==> config.mk <==
export PLATFORM = sky130hd
export DESIGN_NAME = cache_controller_flat
export DESIGN_NICKNAME = d
export VERILOG_FILES = /design/src/rtl/cache_params_pkg.sv /design/src/rtl/cache_controller_if.sv /design/src/rtl/cache_controller.sv /design/src/flat_wrapper.sv
export SDC_FILE = /design/constraint.sdc
export NUM_CORES = 1
export LEC_CHECK = 0
export CAP_MARGIN = 10
export CORE_ASPECT_RATIO = 0.9
export CORE_MARGIN = 3
export CORE_UTILIZATION = 42
export DETAILED_ROUTE_END_ITERATION = 12
export PLACE_DENSITY = 0.81
export SLEW_MARGIN = 20
export SYNTH_ARGS = -nofsm -noshare
export SYNTH_HDL_FRONTEND = slang
export SYNTH_SLANG_ARGS = --single-unit
==> constraint.sdc <==
create_clock -name Clk -period 2.1 [get_ports Clk]
set_input_delay 0.21 -clock Clk [delete_from_list [all_inputs] [get_ports Clk]]
set_output_delay 0.21 -clock Clk [all_outputs]
set_load 0.02 [all_outputs]
==> src/rtl/cache_params_pkg.sv <==
// Shared geometry of the direct-mapped cache and the CPU request payload.
package CacheParams;
    localparam int unsigned ADDR_WIDTH  = 8;
    localparam int unsigned DATA_WIDTH  = 8;
    localparam int unsigned LINE_SIZE   = 4;
    localparam int unsigned NUM_LINES   = 4;
    localparam int unsigned OFFSET_BITS = $clog2(LINE_SIZE);
    localparam int unsigned IDX_BITS    = $clog2(NUM_LINES);
    localparam int unsigned TAG_BITS    = ADDR_WIDTH - IDX_BITS - OFFSET_BITS;

    typedef struct packed {
        logic                  wr;
        logic [ADDR_WIDTH-1:0] addr;
        logic [DATA_WIDTH-1:0] wrData;
    } CpuReq;
endpackage

==> src/rtl/cache_controller_if.sv <==
// CPU, cache-array and memory signals of the cache controller.
interface cache_controller_if;
    import CacheParams::*;

    logic                  CpuReqVal;
    logic                  CpuReqRdy;
    logic                  CpuReqWr;
    logic [ADDR_WIDTH-1:0] CpuReqAddr;
    logic [DATA_WIDTH-1:0] CpuReqWrData;
    logic                  CpuRspVal;
    logic [DATA_WIDTH-1:0] CpuRspData;

    logic [ADDR_WIDTH-1:0] CacheAddr;
    logic                  CacheAddrVal;
    logic [DATA_WIDTH-1:0] CacheWrData;
    logic                  CacheReplaceEn;
    logic                  CacheWrEn;
    logic                  CacheRst;
    logic [DATA_WIDTH-1:0] CacheRdData;
    logic                  CacheHit;
    logic                  CacheDirty;
    logic [TAG_BITS-1:0]   CacheVictimTag;

    logic                  MemReqVal;
    logic                  MemReqRdy;
    logic                  MemReqWr;
    logic [ADDR_WIDTH-1:0] MemReqAddr;
    logic [DATA_WIDTH-1:0] MemReqWrData;
    logic                  MemRspVal;
    logic [DATA_WIDTH-1:0] MemRspData;

    // Controller side
    modport master (
        input  CpuReqVal, CpuReqWr, CpuReqAddr, CpuReqWrData,
        output CpuReqRdy, CpuRspVal, CpuRspData,
        output CacheAddr, CacheAddrVal, CacheWrData, CacheReplaceEn, CacheWrEn, CacheRst,
        input  CacheRdData, CacheHit, CacheDirty, CacheVictimTag,
        output MemReqVal, MemReqWr, MemReqAddr, MemReqWrData,
        input  MemReqRdy, MemRspVal, MemRspData
    );

    // Environment side (CPU, cache array, memory)
    modport slave (
        output CpuReqVal, CpuReqWr, CpuReqAddr, CpuReqWrData,
        input  CpuReqRdy, CpuRspVal, CpuRspData,
        input  CacheAddr, CacheAddrVal, CacheWrData, CacheReplaceEn, CacheWrEn, CacheRst,
        output CacheRdData, CacheHit, CacheDirty, CacheVictimTag,
        input  MemReqVal, MemReqWr, MemReqAddr, MemReqWrData,
        output MemReqRdy, MemRspVal, MemRspData
    );
endinterface

==> src/rtl/cache_controller.sv <==
// Write-back, write-allocate controller for a direct-mapped cache with a
// word-granular memory port. Sweeps the tag array after reset, then serves
// one CPU request at a time: lookup, optional victim write-back, refill, replay.
module cache_controller
    import CacheParams::*;
(
    input  logic               Clk,
    input  logic               RstN,
    cache_controller_if.master bus
);
    typedef enum logic [2:0] {
        INIT, IDLE, LOOKUP, WB, REFILL_REQ, REFILL_WAIT, RESP
    } CtrlState;

    localparam logic [OFFSET_BITS-1:0] LAST_WORD = OFFSET_BITS'(LINE_SIZE - 1);
    localparam logic [IDX_BITS-1:0]    LAST_LINE = IDX_BITS'(NUM_LINES - 1);

    CtrlState               state, stateNext;
    CpuReq                  req, reqNext;
    logic [TAG_BITS-1:0]    victimTag, victimTagNext;
    logic [OFFSET_BITS-1:0] wordCnt, wordCntNext;
    logic [IDX_BITS-1:0]    sweepCnt, sweepCntNext;
    logic [DATA_WIDTH-1:0]  rspData, rspDataNext;
    logic                   sweepOn;

    logic [TAG_BITS-1:0]    reqTag;
    logic [IDX_BITS-1:0]    reqIdx;

    assign reqTag         = req.addr[ADDR_WIDTH-1 -: TAG_BITS];
    assign reqIdx         = req.addr[OFFSET_BITS +: IDX_BITS];
    assign bus.CpuRspData = rspData;

    // State and datapath registers; sweepOn keeps CacheRst low until the first clock after reset
    always_ff @(posedge Clk or negedge RstN) begin
        if (!RstN) begin
            state     <= INIT;
            req       <= '0;
            victimTag <= '0;
            wordCnt   <= '0;
            sweepCnt  <= '0;
            rspData   <= '0;
            sweepOn   <= 1'b0;
        end else begin
            state     <= stateNext;
            req       <= reqNext;
            victimTag <= victimTagNext;
            wordCnt   <= wordCntNext;
            sweepCnt  <= sweepCntNext;
            rspData   <= rspDataNext;
            sweepOn   <= (stateNext == INIT);
        end
    end

    // Next-state, counter updates and per-state outputs
    always_comb begin
        stateNext          = state;
        reqNext            = req;
        victimTagNext      = victimTag;
        wordCntNext        = wordCnt;
        sweepCntNext       = sweepCnt;
        rspDataNext        = rspData;
        bus.CpuReqRdy      = 1'b0;
        bus.CpuRspVal      = 1'b0;
        bus.CacheAddr      = '0;
        bus.CacheAddrVal   = 1'b0;
        bus.CacheWrData    = '0;
        bus.CacheReplaceEn = 1'b0;
        bus.CacheWrEn      = 1'b0;
        bus.CacheRst       = 1'b0;
        bus.MemReqVal      = 1'b0;
        bus.MemReqWr       = 1'b0;
        bus.MemReqAddr     = '0;
        bus.MemReqWrData   = '0;

        case (state)
            INIT: begin
                bus.CacheRst  = sweepOn;
                bus.CacheAddr = {TAG_BITS'(0), sweepCnt, OFFSET_BITS'(0)};
                if (sweepOn) begin
                    if (sweepCnt == LAST_LINE) begin
                        sweepCntNext = '0;
                        stateNext    = IDLE;
                    end else begin
                        sweepCntNext = sweepCnt + IDX_BITS'(1);
                    end
                end
            end
            IDLE: begin
                bus.CpuReqRdy = 1'b1;
                if (bus.CpuReqVal) begin
                    reqNext.wr     = bus.CpuReqWr;
                    reqNext.addr   = bus.CpuReqAddr;
                    reqNext.wrData = bus.CpuReqWrData;
                    stateNext      = LOOKUP;
                end
            end
            LOOKUP: begin
                bus.CacheAddr    = req.addr;
                bus.CacheAddrVal = 1'b1;
                victimTagNext    = bus.CacheVictimTag;
                if (bus.CacheHit) begin
                    if (req.wr) begin
                        bus.CacheWrEn   = 1'b1;
                        bus.CacheWrData = req.wrData;
                    end else begin
                        rspDataNext = bus.CacheRdData;
                    end
                    stateNext = RESP;
                end else begin
                    wordCntNext = '0;
                    stateNext   = bus.CacheDirty ? WB : REFILL_REQ;
                end
            end
            WB: begin
                bus.MemReqVal    = 1'b1;
                bus.MemReqWr     = 1'b1;
                bus.MemReqAddr   = {victimTag, reqIdx, wordCnt};
                bus.CacheAddr    = {reqTag, reqIdx, wordCnt};
                bus.MemReqWrData = bus.CacheRdData;
                if (bus.MemReqRdy) begin
                    if (wordCnt == LAST_WORD) begin
                        wordCntNext = '0;
                        stateNext   = REFILL_REQ;
                    end else begin
                        wordCntNext = wordCnt + OFFSET_BITS'(1);
                    end
                end
            end
            REFILL_REQ: begin
                bus.MemReqVal  = 1'b1;
                bus.MemReqAddr = {reqTag, reqIdx, wordCnt};
                if (bus.MemReqRdy) begin
                    stateNext = REFILL_WAIT;
                end
            end
            REFILL_WAIT: begin
                if (bus.MemRspVal) begin
                    bus.CacheAddr      = {reqTag, reqIdx, wordCnt};
                    bus.CacheAddrVal   = 1'b1;
                    bus.CacheReplaceEn = 1'b1;
                    bus.CacheWrData    = bus.MemRspData;
                    if (wordCnt == LAST_WORD) begin
                        wordCntNext = '0;
                        stateNext   = LOOKUP;
                    end else begin
                        wordCntNext = wordCnt + OFFSET_BITS'(1);
                        stateNext   = REFILL_REQ;
                    end
                end
            end
            RESP: begin
                bus.CpuRspVal = 1'b1;
                stateNext     = IDLE;
            end
            default: begin
                stateNext = INIT;
            end
        endcase
    end
endmodule
==> src/flat_wrapper.sv <==
// flat-port wrapper written by rule: the top's interface ports become plain ports
module cache_controller_flat import CacheParams::*;
  (Clk, RstN, bus_CpuReqVal, bus_CpuReqWr, bus_CpuReqAddr, bus_CpuReqWrData, bus_CpuReqRdy, bus_CpuRspVal, bus_CpuRspData, bus_CacheAddr, bus_CacheAddrVal, bus_CacheWrData, bus_CacheReplaceEn, bus_CacheWrEn, bus_CacheRst, bus_CacheRdData, bus_CacheHit, bus_CacheDirty, bus_CacheVictimTag, bus_MemReqVal, bus_MemReqWr, bus_MemReqAddr, bus_MemReqWrData, bus_MemReqRdy, bus_MemRspVal, bus_MemRspData);
  cache_controller_if bus_i ();
  input  logic Clk;
  input  logic RstN;
  input wire logic [$bits(bus_i.CpuReqVal)-1:0] bus_CpuReqVal;
  input wire logic [$bits(bus_i.CpuReqWr)-1:0] bus_CpuReqWr;
  input wire logic [$bits(bus_i.CpuReqAddr)-1:0] bus_CpuReqAddr;
  input wire logic [$bits(bus_i.CpuReqWrData)-1:0] bus_CpuReqWrData;
  output wire logic [$bits(bus_i.CpuReqRdy)-1:0] bus_CpuReqRdy;
  output wire logic [$bits(bus_i.CpuRspVal)-1:0] bus_CpuRspVal;
  output wire logic [$bits(bus_i.CpuRspData)-1:0] bus_CpuRspData;
  output wire logic [$bits(bus_i.CacheAddr)-1:0] bus_CacheAddr;
  output wire logic [$bits(bus_i.CacheAddrVal)-1:0] bus_CacheAddrVal;
  output wire logic [$bits(bus_i.CacheWrData)-1:0] bus_CacheWrData;
  output wire logic [$bits(bus_i.CacheReplaceEn)-1:0] bus_CacheReplaceEn;
  output wire logic [$bits(bus_i.CacheWrEn)-1:0] bus_CacheWrEn;
  output wire logic [$bits(bus_i.CacheRst)-1:0] bus_CacheRst;
  input wire logic [$bits(bus_i.CacheRdData)-1:0] bus_CacheRdData;
  input wire logic [$bits(bus_i.CacheHit)-1:0] bus_CacheHit;
  input wire logic [$bits(bus_i.CacheDirty)-1:0] bus_CacheDirty;
  input wire logic [$bits(bus_i.CacheVictimTag)-1:0] bus_CacheVictimTag;
  output wire logic [$bits(bus_i.MemReqVal)-1:0] bus_MemReqVal;
  output wire logic [$bits(bus_i.MemReqWr)-1:0] bus_MemReqWr;
  output wire logic [$bits(bus_i.MemReqAddr)-1:0] bus_MemReqAddr;
  output wire logic [$bits(bus_i.MemReqWrData)-1:0] bus_MemReqWrData;
  input wire logic [$bits(bus_i.MemReqRdy)-1:0] bus_MemReqRdy;
  input wire logic [$bits(bus_i.MemRspVal)-1:0] bus_MemRspVal;
  input wire logic [$bits(bus_i.MemRspData)-1:0] bus_MemRspData;
  assign bus_i.CpuReqVal = bus_CpuReqVal;
  assign bus_i.CpuReqWr = bus_CpuReqWr;
  assign bus_i.CpuReqAddr = bus_CpuReqAddr;
  assign bus_i.CpuReqWrData = bus_CpuReqWrData;
  assign bus_CpuReqRdy = bus_i.CpuReqRdy;
  assign bus_CpuRspVal = bus_i.CpuRspVal;
  assign bus_CpuRspData = bus_i.CpuRspData;
  assign bus_CacheAddr = bus_i.CacheAddr;
  assign bus_CacheAddrVal = bus_i.CacheAddrVal;
  assign bus_CacheWrData = bus_i.CacheWrData;
  assign bus_CacheReplaceEn = bus_i.CacheReplaceEn;
  assign bus_CacheWrEn = bus_i.CacheWrEn;
  assign bus_CacheRst = bus_i.CacheRst;
  assign bus_i.CacheRdData = bus_CacheRdData;
  assign bus_i.CacheHit = bus_CacheHit;
  assign bus_i.CacheDirty = bus_CacheDirty;
  assign bus_i.CacheVictimTag = bus_CacheVictimTag;
  assign bus_MemReqVal = bus_i.MemReqVal;
  assign bus_MemReqWr = bus_i.MemReqWr;
  assign bus_MemReqAddr = bus_i.MemReqAddr;
  assign bus_MemReqWrData = bus_i.MemReqWrData;
  assign bus_i.MemReqRdy = bus_MemReqRdy;
  assign bus_i.MemRspVal = bus_MemRspVal;
  assign bus_i.MemRspData = bus_MemRspData;
  cache_controller u_core (.Clk(Clk), .RstN(RstN), .bus(bus_i));
endmodule
# After elaboration in Yosys (flattened, before gate mapping)
# Index checks and enable logic that the tools add are counted.
[word_totals]
ff_bits = 37
wordCells = 67
[op_classes]
addsub = 2
n_eq_ne = 11
mux = 36
n_bitwise = 1
n_reduce_logical = 8
[op_table]
columns = ["cell", "count"]
rows = [
  ["2-to-1 mux 8 bit", 5],
  ["case mux 8 bit (2 select lines)", 2],
  ["case mux 8 bit (4 select lines)", 1],
  ["2-to-1 mux 3 bit", 10],
  ["case mux 3 bit (7 select lines)", 1],
  ["2-to-1 mux 1 bit", 10],
  ["2-to-1 mux 2 bit", 5],
  ["equality test 3 bit, second input constant", 3],
  ["equality test 3 x 2 -> 1 bit, second input constant", 2],
  ["logical NOT 3 bit", 2],
  ["!= test 2 bit, second input constant", 3],
  ["case mux 2 bit (3 select lines)", 1],
  ["adder 2 x 1 -> 2 bit, second input constant", 2],
  ["equality test 2 bit, second input constant", 2],
  ["AND reduction 2 bit", 2],
  ["AND reduction 4 bit", 1],
  ["equality test 3 x 1 -> 1 bit, second input constant", 1],
  ["AND reduction 3 bit", 1],
  ["nonzero test 3 bit", 1],
  ["case mux 1 bit (2 select lines)", 1],
  ["OR reduction 2 bit", 1],
  ["NOT 1 bit", 1],
]

# Depth between registers and ports, before layout
[depth]
word_depth = 5
mapped_depth = 6

# Worst setup path after synthesis
# No wires, ideal clock.
[synth_timing]
kind = "register to register"
from = "reg u_core.state[2]"
to = "reg u_core.sweepCnt[0]"
arrival_time_ns = 1.624
setup_slack_ns = 0.351
path_stages_with_launch = 5
synth_period_minus_slack_ns = 1.749
path_cell_list = "dfrtp_1 > buf_4 > buf_2 > nor4b_2 > mux2_2"
[synth_via]
elab_chain_len = 2
[synth_rtl]
columns = ["element", "line_no", "text"]
rows = [
  ["start, declared", "cache_controller.sv:18", "CtrlState state, stateNext;"],
  ["start signal, assigned", "cache_controller.sv:44", "state <= stateNext;"],
  ["logical NOT 3 bit", "cache_controller.sv:75", "case (state)"],
  ["AND reduction 2 bit (no line)", "-", ""],
  ["end signal, assigned", "cache_controller.sv:48", "sweepCnt <= sweepCntNext;"],
  ["end, declared", "cache_controller.sv:22", "logic [IDX_BITS-1:0] sweepCnt, sweepCntNext;"],
]
# No other way between the ends.
# A chain may end at the register's enable or synchronous reset.

# Worst setup path after layout
[layout_timing]
from = "reg u_core.state[0]"
to = "out bus_CacheAddr[1]"
[layout_via]
elab_chain_len = 2
[layout_rtl]
columns = ["element", "line_no", "text"]
rows = [
  ["equality test 3 bit, or another cell as far along", "cache_controller.sv:75", ""],
  ["case mux 8 bit (4 select lines) (*)", "cache_controller.sv:75", ""],
  ["end, declared", "flat_wrapper.sv:14", "output wire logic [$bits(bus_i.CacheAddr)-1:0] bus_CacheAddr;"],
]
# Mark *: on every way between the ends. The rest lies on a longest branch, timed or not.

==> summary by stage <==
Place
The placer congestion estimate is between 0.8 and 0.9. During placement, the flow inserted port buffers numbering 91. In this run the cell area measured after placement is approximately 3100 um^2. After legalization and detailed placement, the total HPWL measured around 4200 um.

The worst slack at placement is -0.0450 ns.

Floorplan
The die width is roughly 80 um. The overall die area is around 5700 um^2. In this run the core area contains 23 standard-cell rows. The placeable core region is ~4500 um^2. In this run the vertical extent of the chip is between 70 and 80 um. The initial cell density of the core is 0.444. In this run the count of I/O pins placed on the die edge is between 90 and 100.

Setup path
Along the worst path, the maximum fanout reaches 6. For this run, the slowest stage of the critical path takes roughly 0.46 ns. For flop-to-flop paths, the worst setup slack is between 0.2 and 0.3 ns.

Grouping stages by cell kind, the critical path spends the most delay in simple AND/OR/NAND/NOR gates. The critical path capture point type is an output port. The startpoint type of the worst setup path is a flip-flop. The slowest stage of the critical path belongs to the cell sky130_fd_sc_hd__dfrtp_2. The critical path goes through and3b_1 > or2_2 > a22o_1 > dlygate4sd2_1. The endpoint required time on the critical path is about 1.9 ns. The start-to-end type of the worst setup path is reg2out. The arrival time of data at the critical path endpoint is about 1.8 ns. The number of buffer and inverter instances along the worst setup path is 1.

Timing
The maximum clock skew at final layout is 0.00486 ns. The final count of hold timing violations is 0. The final-report max-slew violation count came to 0. Timing would allow up to about 500 MHz. Of the available clock period, the critical path in the final layout requires 0.958. The time the final worst path needs with I/O delays and setup is roughly 2.0 ns. Setup violations remaining at the end of the flow were counted as 0.

In the post-route analysis, the smallest setup slack over all paths is 0.0872 ns. The transition at the pin with the smallest max-transition slack is 0.785 ns. In this run the tightest slew margin relative to its limit is 0.477. Setup repair after global routing left no endpoint under its margin.

Cells and area
0 antenna diodes ended up in the layout. The area taken by multi-input logic gates is approximately 1000 um^2. Counting the fill cells in the layout gives 384. The utilization after layout is 0.687.

Once layout is done, the placed cells without fillers occupy roughly 3100 um^2. The share of layout cells above drive strength 1 is 0.248. The layout net count is 320. The layout overhead on the synthesized area is 55.0%. Across the whole layout, storage elements account for around 930 um^2.

Routing
The routed design has about 5300 um of wire. Dividing the detail-routed wire length by the instance count gives ~16 um. The via count is around 1700. The count of routing violations after the opening detailed-route iteration is between 50 and 60.

The number of nets still failing antenna checks after routing is 0. In the routed layout, each cell is associated on average with a via count of between 5 and 6. The detailed-route DRC error count is 0. Before antenna repair, the detailed router went through 4 iterations.

Pwr
Overall power consumption after layout is estimated at about 3.5 mW. IR analysis of the VDD net gives a maximum drop of between 600 and 700 uV. The leakage power total is approximately 1.5 nW. The total power density per cell area is 1110 nW/um^2.

Global route
The first global-routing pass estimated about 8700 um of wire. The maximum number of pins on one net before global-route repair is 38. The overall global routing resource usage is 0.197.

The via count of the first global-routing pass was 1784. The remaining global-route overflow is 0. The number of antenna violations at the first check in global routing is 0.

Logic synthesis
The share of the synthesized area in the top cell type is 0.459. The biggest area contributor in the post-synthesis netlist is sky130_fd_sc_hd__dfrtp_1. The synthesized netlist net count is 215.

The number of warnings printed during yosys synthesis is 0. The sequential-to-total area share from yosys stat is 0.459. The netlist area before placement is between 2000 and 2500 um^2. In the post-synthesis netlist, the biggest area contributors are sky130_fd_sc_hd__dfrtp_1 46%, sky130_fd_sc_hd__mux2_2 17%, sky130_fd_sc_hd__a22o_1 6.9%. The register bit count reported by yosys is 37.

The most used flip-flop cell after synthesis is sky130_fd_sc_hd__dfrtp_1. The synthesized design contains 0 enable-type register cells. The proportion of register bits with asynchronous set or reset after synthesis is 1.00.

The commonest cells after synthesis are 37 x sky130_fd_sc_hd__dfrtp_1, 30 x sky130_fd_sc_hd__mux2_2, 16 x sky130_fd_sc_hd__a22o_1, 13 x sky130_fd_sc_hd__and2_1, 8 x sky130_fd_sc_hd__nor2_1. The cell count after synthesis came out at roughly 170. After synthesis, the netlist uses 40 different library cells. A synthesized cell averages about 12 um^2. Among all cell types in the netlist, the one instantiated most often is sky130_fd_sc_hd__dfrtp_1.

CTS
The library cell used as clock root buffer is sky130_fd_sc_hd__clkbuf_8. The clock net in this run drives a total of 37 sinks. The CTS tree is done. Post-CTS timing repair inserted 0 buffers for setup.

Clock latency on the worst-skew pair, taken at its later pin, is around 0.28 ns. The deepest level of the CTS H-tree is 2. The worst-case clock buffer depth is 2.

Buffers inserted during clock tree synthesis total 5. After clock tree synthesis, the clock-pin slew on the worst setup and hold paths is 0.07 ns. The quantity of hold-fixing buffers added after cts is 0.

Status
The flow ran to the end, and the final reports show no timing, DRC or antenna violations.

Hold path
The type of the tightest min-delay check is in2async.

Flow run
The tool flagged a number of max-cap violations equal to 0.
-- layout make-up --
class / instances / area share
Inverter: 3 / 0.00360
Sequential cell: 37 / 0.297
Multi-Input combinational cell: 118 / 0.321
Timing Repair Buffer: 109 / 0.325
Tap cell: 62 / 0.0248
Clock buffer: 6 / 0.0264
Clock inverter: 1 / 0.00240
-- per-stage QoR --
stage | hold WS [ns] | cells | TNS [ns]
2_1_floorplan | -0.0856 | 169 | 0
3_3_place_gp | 0.355 | 329 | 0
3_5_place_dp | 0.342 | 329 | -0.0510
4_1_cts | 0.0373 | 336 | 0
5_1_grt | 0.0753 | 336 | 0
6_report | 0.00862 | 336 | 0
-- sequential cells by signal (all words and copies together) (netlist names) --
| name | count |
|---|---|
| u_core.req | 17 |
| u_core.state | 3 |
| u_core.sweepCnt | 2 |
| u_core.wordCnt | 2 |
| u_core.victimTag | 4 |
| u_core.bus.CpuRspData | 8 |
| u_core.sweepOn | 1 |
-- logic make-up after synthesis --
logic type | synth area share
AO/OA/AOI/OAI | 0.129
adder cells (fa/ha/maj) | 0.0124
buffers and inverters | 0.0434
flip-flops | 0.459
multiplexers | 0.181
AND/OR/NAND/NOR | 0.176
-- timing repair --
action	in CTS	in global routing
endpoints found under the hold margin	0	0
pin swaps	0	0
cloned	0	0
resized for setup	38	3
endpoints found under the setup margin	37	3
-- path summary, 6_finish.rpt --
path,depth (start not counted),from,endpoint
max,4,u_core.state[0],bus_CacheAddr[1]
max in group asynchronous,1,RstN,u_core.state[0]
min reg2reg,1,u_core.bus.CpuRspData[6],u_core.bus.CpuRspData[6]
min,1,RstN,u_core.req[10]
max reg2reg,6,u_core.state[2],u_core.wordCnt[0]
min in group Clk,1,u_core.bus.CpuRspData[6],u_core.bus.CpuRspData[6]
-- power by group --
group / internal, mW / leakage [nW] / switching (mW)
clock: 0.259 / 0.0433 / 0.227
combinational: 0.878 / 1.04 / 0.850
sequential: 1.02 / 0.462 / 0.235
total: 2.16 / 1.54 / 1.31
-- cell usage in the layout, fill, tap and decap left out, types with 4 or more instances in the layout --
cell type	Yosys	routed
sky130_fd_sc_hd__nand2_1	7	7
sky130_fd_sc_hd__buf_4	2	17
sky130_fd_sc_hd__dfrtp_1	37	35
sky130_fd_sc_hd__clkbuf_8	0	6
sky130_fd_sc_hd__mux2_2	30	30
sky130_fd_sc_hd__clkdlybuf4s50_1	0	52
sky130_fd_sc_hd__nor2b_1	5	5
sky130_fd_sc_hd__nor2_1	8	8
sky130_fd_sc_hd__dlygate4sd2_1	0	35
sky130_fd_sc_hd__and2_1	13	13
sky130_fd_sc_hd__a22o_1	16	16
sky130_fd_sc_hd__o21ai_0	4	4
-- per-layer routing --
layer,vias up,share of wire,GRT usage
met4,0,0.0079,0.0553
met3,4,0.061,0.0490
met2,62,0.51,0.337
li1,825,-,-
met1,848,0.42,0.247
met5,-,0,0
(Power assumes the default switching activity.)
